[src/rtl/rt_mem_port_arb.sv]
// rt_mem_port_arb: funnels NUM_REQ ray-tracing requesters onto a single RT
// port of mem_main. Requests are serialized through IDLE -> ISSUE (-> WAIT),
// with one read outstanding at a time and the response routed back to the
// owner.
//
// Timeout: the WAIT counter is 0 in the first WAIT cycle. A read is aborted
// (rsp_err = 1, rsp_rdata = 0) in the WAIT cycle whose counter equals
// RD_TIMEOUT if mem_rd_rdy is still low there. A mem_rd_rdy in that same
// cycle still delivers real data.
//
// Build option: define RT_MEM_ARB_RR_EN for round-robin arbitration starting
// at rr_ptr. When it is left undefined, arbitration is fixed priority (the
// lowest index wins) and no rr_ptr state is built.
module rt_mem_port_arb #(
  parameter int NUM_REQ    = 4,
  parameter int ADDR_W     = 32,
  parameter int DATA_W     = 128,
  parameter int RD_TIMEOUT = 255
) (
  input  logic                        clk,
  input  logic                        rst_n,
  input  logic [NUM_REQ-1:0]          req_valid,
  input  logic [NUM_REQ-1:0]          req_we,
  input  logic [NUM_REQ*ADDR_W-1:0]   req_addr,
  input  logic [NUM_REQ*DATA_W-1:0]   req_wdata,
  output logic [NUM_REQ-1:0]          req_grant,
  output logic [NUM_REQ-1:0]          rsp_valid,
  output logic [DATA_W-1:0]           rsp_rdata,
  output logic                        rsp_err,
  output logic                        mem_re,
  output logic                        mem_we,
  output logic [ADDR_W-1:0]           mem_addr,
  output logic [DATA_W-1:0]           mem_wdata,
  input  logic [DATA_W-1:0]           mem_rdata,
  input  logic                        mem_rd_rdy,
  output logic                        busy
);

  localparam int OW = (NUM_REQ > 1) ? $clog2(NUM_REQ) : 1;
  localparam int CW = (RD_TIMEOUT > 1) ? $clog2(RD_TIMEOUT + 1) : 1;

  typedef enum logic [1:0] {
    S_IDLE  = 2'd0,
    S_ISSUE = 2'd1,
    S_WAIT  = 2'd2
  } state_t;

  state_t              r_state;
  state_t              w_next;
  logic [OW-1:0]       r_owner;
  logic                r_we;
  logic [ADDR_W-1:0]   r_addr;
  logic [DATA_W-1:0]   r_wdata;
  logic [CW-1:0]       r_cnt;
  logic [NUM_REQ-1:0]  r_rsp_valid;
  logic [DATA_W-1:0]   r_rsp_rdata;
  logic                r_rsp_err;
  logic [OW-1:0]       w_win;
  logic                w_timeout;

  function automatic logic [NUM_REQ-1:0] f_onehot(input logic [OW-1:0] idx);
    logic [NUM_REQ-1:0] oh;
    oh      = '0;
    oh[idx] = 1'b1;
    return oh;
  endfunction

`ifdef RT_MEM_ARB_RR_EN
  logic [OW-1:0] r_rr_ptr;

  // First requester found when scanning upward from start, wrapping at NUM_REQ.
  function automatic logic [OW-1:0] f_rr_pick(input logic [NUM_REQ-1:0] v,
                                              input logic [OW-1:0] start);
    logic [OW-1:0] pick;
    logic          hit;
    int            idx;
    pick = start;
    hit  = 1'b0;
    for (int k = 0; k < NUM_REQ; k++) begin
      idx = int'(start) + k;
      if (idx >= NUM_REQ) idx = idx - NUM_REQ;
      if (!hit && v[idx]) begin
        pick = OW'(idx);
        hit  = 1'b1;
      end
    end
    return pick;
  endfunction

  // Winner of the current arbitration round.
  always_comb begin
    w_win = f_rr_pick(req_valid, r_rr_ptr);
  end

  // Search start moves one past the owner each time a grant is issued.
  always_ff @(posedge clk or negedge rst_n) begin
    if (!rst_n) begin
      r_rr_ptr <= '0;
    end else if (r_state == S_ISSUE) begin
      r_rr_ptr <= (r_owner == OW'(NUM_REQ - 1)) ? '0 : r_owner + 1'b1;
    end
  end
`else
  // Lowest-index requester wins.
  function automatic logic [OW-1:0] f_fixed_pick(input logic [NUM_REQ-1:0] v);
    logic [OW-1:0] pick;
    pick = '0;
    for (int k = NUM_REQ - 1; k >= 0; k--) begin
      if (v[k]) pick = OW'(k);
    end
    return pick;
  endfunction

  // Winner of the current arbitration round.
  always_comb begin
    w_win = f_fixed_pick(req_valid);
  end
`endif

  assign w_timeout = (r_cnt == CW'(RD_TIMEOUT));

  // State register.
  always_ff @(posedge clk or negedge rst_n) begin
    if (!rst_n) r_state <= S_IDLE;
    else        r_state <= w_next;
  end

  // Next-state logic; a ready in the timeout cycle still counts as a hit.
  always_comb begin
    w_next = r_state;
    case (r_state)
      S_IDLE:  if (|req_valid) w_next = S_ISSUE;
      S_ISSUE: w_next = r_we ? S_IDLE : S_WAIT;
      S_WAIT:  if (mem_rd_rdy || w_timeout) w_next = S_IDLE;
      default: w_next = S_IDLE;
    endcase
  end

  // Strobes and status decoded only from registered state.
  always_comb begin
    req_grant = '0;
    mem_re    = 1'b0;
    mem_we    = 1'b0;
    busy      = (r_state != S_IDLE);
    if (r_state == S_ISSUE) begin
      req_grant = f_onehot(r_owner);
      mem_re    = ~r_we;
      mem_we    = r_we;
    end
  end

  assign mem_addr  = r_addr;
  assign mem_wdata = r_wdata;
  assign rsp_valid = r_rsp_valid;
  assign rsp_rdata = r_rsp_rdata;
  assign rsp_err   = r_rsp_err;

  // Request latch, WAIT counter and registered read response.
  always_ff @(posedge clk or negedge rst_n) begin
    if (!rst_n) begin
      r_owner     <= '0;
      r_we        <= 1'b0;
      r_addr      <= '0;
      r_wdata     <= '0;
      r_cnt       <= '0;
      r_rsp_valid <= '0;
      r_rsp_rdata <= '0;
      r_rsp_err   <= 1'b0;
    end else begin
      r_rsp_valid <= '0;
      case (r_state)
        S_IDLE: begin
          if (|req_valid) begin
            r_owner <= w_win;
            r_we    <= req_we[w_win];
            r_addr  <= req_addr[int'(w_win)*ADDR_W +: ADDR_W];
            r_wdata <= req_wdata[int'(w_win)*DATA_W +: DATA_W];
          end
        end
        S_ISSUE: r_cnt <= '0;
        S_WAIT: begin
          if (mem_rd_rdy) begin
            r_rsp_valid <= f_onehot(r_owner);
            r_rsp_rdata <= mem_rdata;
            r_rsp_err   <= 1'b0;
          end else if (w_timeout) begin
            r_rsp_valid <= f_onehot(r_owner);
            r_rsp_rdata <= '0;
            r_rsp_err   <= 1'b1;
          end else begin
            r_cnt <= r_cnt + 1'b1;
          end
        end
        default: ;
      endcase
    end
  end

endmodule

[config.mk]
export PLATFORM = sky130hd
export DESIGN_NAME = rt_mem_port_arb
export DESIGN_NICKNAME = d
export VERILOG_FILES = /design/src/rtl/rt_mem_port_arb.sv
export SDC_FILE = /design/constraint.sdc
export NUM_CORES = 1
export LEC_CHECK = 0
export ABC_AREA = 0
export CORE_AREA = 2 2 418 420
export CTS_BUF_LIST = sky130_fd_sc_hd__clkbuf_8
export CTS_CLUSTER_SIZE = 24
export DETAILED_ROUTE_END_ITERATION = 10
export DIE_AREA = 0 0 420 422
export GPL_ROUTABILITY_DRIVEN = 0
export HOLD_SLACK_MARGIN = 0.06
export PLACE_DENSITY = 0.33
export RECOVER_POWER = 25
export SLEW_MARGIN = 15
export SYNTH_ARGS = -nofsm -noshare
export SYNTH_HDL_FRONTEND = slang
export SYNTH_SLANG_ARGS = --single-unit
[constraint.sdc]
create_clock -name clk -period 2.3 [get_ports clk]
set_input_delay 0.46 -clock clk [delete_from_list [all_inputs] [get_ports clk]]
set_output_delay 0.46 -clock clk [all_outputs]
set_load 0.02 [all_outputs]
==> summary.md, run 1 <==
| Metric | Value |
|---|---|
| Final WS setup | `0.1202 ns` |
| First-pass GRT wire length | `176000 µm` |
| Worst-Skew Late Latency | `0.76 ns` |
| CTS tree | `done` |
| Vias in the first global route | `19170` |
| EDFF count, synth | `0` |
| Top post-synthesis cells by area | `dfrtp_1 46%, o221ai_2 13%, o31ai_1 7.3%` |
| CTS root buf | `clkbuf_8` |
| Worst r2r path cells | `6` |
| Total gr overflow | `0` |
| P&R area growth vs syn | `94.99%` |
| Pin count of the biggest net entering global routing | `116` |
| Post-synth top flop | `dfrtp_1` |
| Num rows | `153` |
| Max_slew headroom | `0.04849` |
| DRC | `0` |
| Final design utilization | `0.1878` |
| Worst Path Required | `1.84 ns` |
| Tcrit/Tclk final | `0.9477` |
| Port bufs | `1078` |
| Worst Skew | `0.04974 ns` |
| Met1 usage | `0.1698` |
| Die Width | `420 µm` |
| Syn nets | `2264` |
| Yosys warnings | `0` |
| Max FO, Critical Path | `2` |
| Initial antenna violation count | `51` |
| Type of origin of the critical path | `flop` |
| Number of I/O pins | `1079` |
| Critical Path Source | `mem_wdata[51]` |
| Pre-Repair DR Iteration Count | `5` |
| Asr flop ratio synth | `1.000` |
| Syn Inst Count | `1484` |
| Cell count along the critical path | `1` |
| Synth Register Bits | `306` |
| Status | `finished, final reports clean` |
| CTS Buffer Depth | `3` |
| Dpl ws | `-0.7721 ns` |
| Clk slew on worst S/H paths | `0.06 ns` |
| Mapped Area | `16650 µm²` |
| Avg Vias per Cell | `3.612` |
| Core area | `172900 µm²` |
| Worst reg2reg startpoint | `r_cnt[0]` |
| M2 GR Usage | `0.2521` |
| Worst Min Path Start | `mem_rdata[13]` |
| Worst endpoint data arrival time | `1.72 ns` |
| GRT Resource Usage Total | `0.1453` |
| H-tree Lvls | `3` |
| CP bufs+invs | `1` |
| Avg WL per Cell | `26.30 µm` |
| Finished Cell Area | `32470 µm²` |
| CP max stage delay | `0.64 ns` |
| Worst min-delay path class | `primary input to flop` |
| Top-area cell type share of the netlist area | `0.4598` |
| CP Capture Type | `primary output` |
| Final WL | `132900 µm` |
| Top-count cell post-synth | `dfrtp_1` |
| Final setup vio count | `0` |
| Post-route ant nets | `0` |
| Die area | `177200 µm²` |
| MaxCap Viol Count | `0` |
| Starting Density | `0.09633` |
| Pleak | `12.76 nW` |
| Hold depth | `2` |
| Final slew viol count | `0` |
| Post-synth cell types | `52` |
| Yosys top cell by area | `dfrtp_1` |
| Sequential fraction of the synthesis area | `0.4598` |
| Tmin final | `2.180 ns` |
| CP top delay family | `buffers and inverters` |
| Nets | `3446` |
| Pin slew with the least headroom to its limit | `1.427 ns` |
| Cell Pwr Density | `1092 nW/µm²` |
| Detailed Route Iter0 Violations | `921` |
| Post-synth top cells | `306 x dfrtp_1, 163 x nand2_1, 161 x o31ai_1, 161 x or3_1, 143 x o221ai_2` |
| Placed instance area | `31350 µm²` |
| Syn Area/Cell | `11.22 µm²` |
| Dpl hpwl | `109000 µm` |
| CTS Buf Count | `75` |
| Critical path class | `flop to primary output` |
| Die height | `422 µm` |
| Final hold vios | `0` |
| Routed vias | `18250` |
| CP Cell Sequence | `clkdlybuf4s50_1` |
| Max VDD drop | `0.3712 mV` |
| Fmax | `0.4588 GHz` |
| Clk sinks | `306` |
| R2R setup slack | `0.14 ns` |
| GR Util met3 | `0.05261` |
| GRT Max-Usage Layer | `met2` |
| Share of layout cells above drive strength 1 | `0.2082` |
| Crit-path slowest cell | `clkdlybuf4s50_1` |
| Setup TNS | `0 ns` |
-- routing by layer --
layer  up-vias  part of all wire
li1       8240                 -
met1      9120              0.40
met2       676              0.50
met3       166             0.082
met4        50             0.016
met5         -            0.0024
-- flip-flops by register name (all words and copies together) (netlist names) --
signal / cells
mem_addr: 32
mem_wdata: 128
r_cnt: 8
r_owner: 2
r_state: 2
r_we: 1
rsp_err: 1
rsp_rdata: 128
rsp_valid: 4
-- power breakdown --
part | total, mW | internal, mW | leakage [nW] | switching, mW
logic | 18.9 | 8.00 | 8.14 | 10.9
clock network | 6.91 | 3.66 | 0.845 | 3.25
registers | 9.61 | 7.94 | 3.77 | 1.67
-- cell families after synthesis --
group                      Yosys count  share of synthesized area
DFF                                306                     0.4598
AOI/OAI and AO/OA                  630                     0.3580
and+or+nand+nor                    368                     0.1120
adders and majority gates            1                  0.0007513
buffers and inverters              177                    0.06815
xor gates and xnor gates             1                  0.0005261
muxes                                1                  0.0006762
-- repair_timing --
item	CTS	global route
endpoints found under the hold margin	207	0
endpoints found under the setup margin	283	7
resized for setup	331	5
pin swaps	1	0
hold buffers	1	0
buffers inserted	1	0
-- final timing paths --
kind / endpoint
worst max-delay path: mem_wdata[51]
worst min-delay path: rsp_rdata[13]
worst max register to register: rsp_rdata[37]
worst min register to register: mem_wdata[124]
max in group asynchronous: mem_wdata[62]
min in group asynchronous: rsp_rdata[43]
-- cells in the final DEF (no fill, tap or decap), types with 3 or more instances in the layout --
| master | count |
|---|---|
| buf_4 | 143 |
| clkbuf_2 | 6 |
| diode_2 | 14 |
| o221ai_1 | 18 |
| nand3_1 | 8 |
| clkdlybuf4s50_1 | 790 |
| o221ai_2 | 143 |
| clkdlybuf4s15_2 | 6 |
| o21ai_2 | 97 |
| buf_2 | 4 |
| clkbuf_1 | 7 |
| or3_1 | 161 |
| nand2b_4 | 3 |
| buf_12 | 45 |
| nor3_1 | 4 |
| inv_8 | 3 |
| nand2_1 | 163 |
| o21ai_1 | 62 |
| inv_1 | 31 |
| o21ai_0 | 5 |
| a22o_1 | 128 |
| clkbuf_8 | 86 |
| clkinv_2 | 4 |
| dlygate4sd2_1 | 270 |
| dfrtp_1 | 305 |
| nor2_1 | 13 |
| o31ai_1 | 159 |
| inv_12 | 3 |
-- stage by stage --
step	total power [mW]	instances	hold WS, ns
floorplan	19.35	1484	0.1644
global placement	30.75	4912	0.4383
detailed placement	30.69	4912	0.4383
CTS	36.38	5039	0.1458
global route	37.74	5046	0.1759
finish	35.45	5053	0.2860
-- layout make-up --
type                    count  area (µm²)
flip-flops and latches    306        7659
well taps                2325        2909
diodes                     14       35.03
fillers                 19270      140400
clock inverters            39       276.5
clock buffers              86        1184
inverters                   7       36.28
repair buffers           1275       12440
multi-input cells        1001        7934
No activity file was read; power rests on OpenSTA's default activity.
==> inputs of run 2 (changes only) <==
Settings changed: ABC_CLOCK_PERIOD_IN_PS set to 2300, TNS_END_PERCENT set to 100.
==> results of run 2 <==
Same layout as run 1: the final DEF is identical, and so are final timing and power.
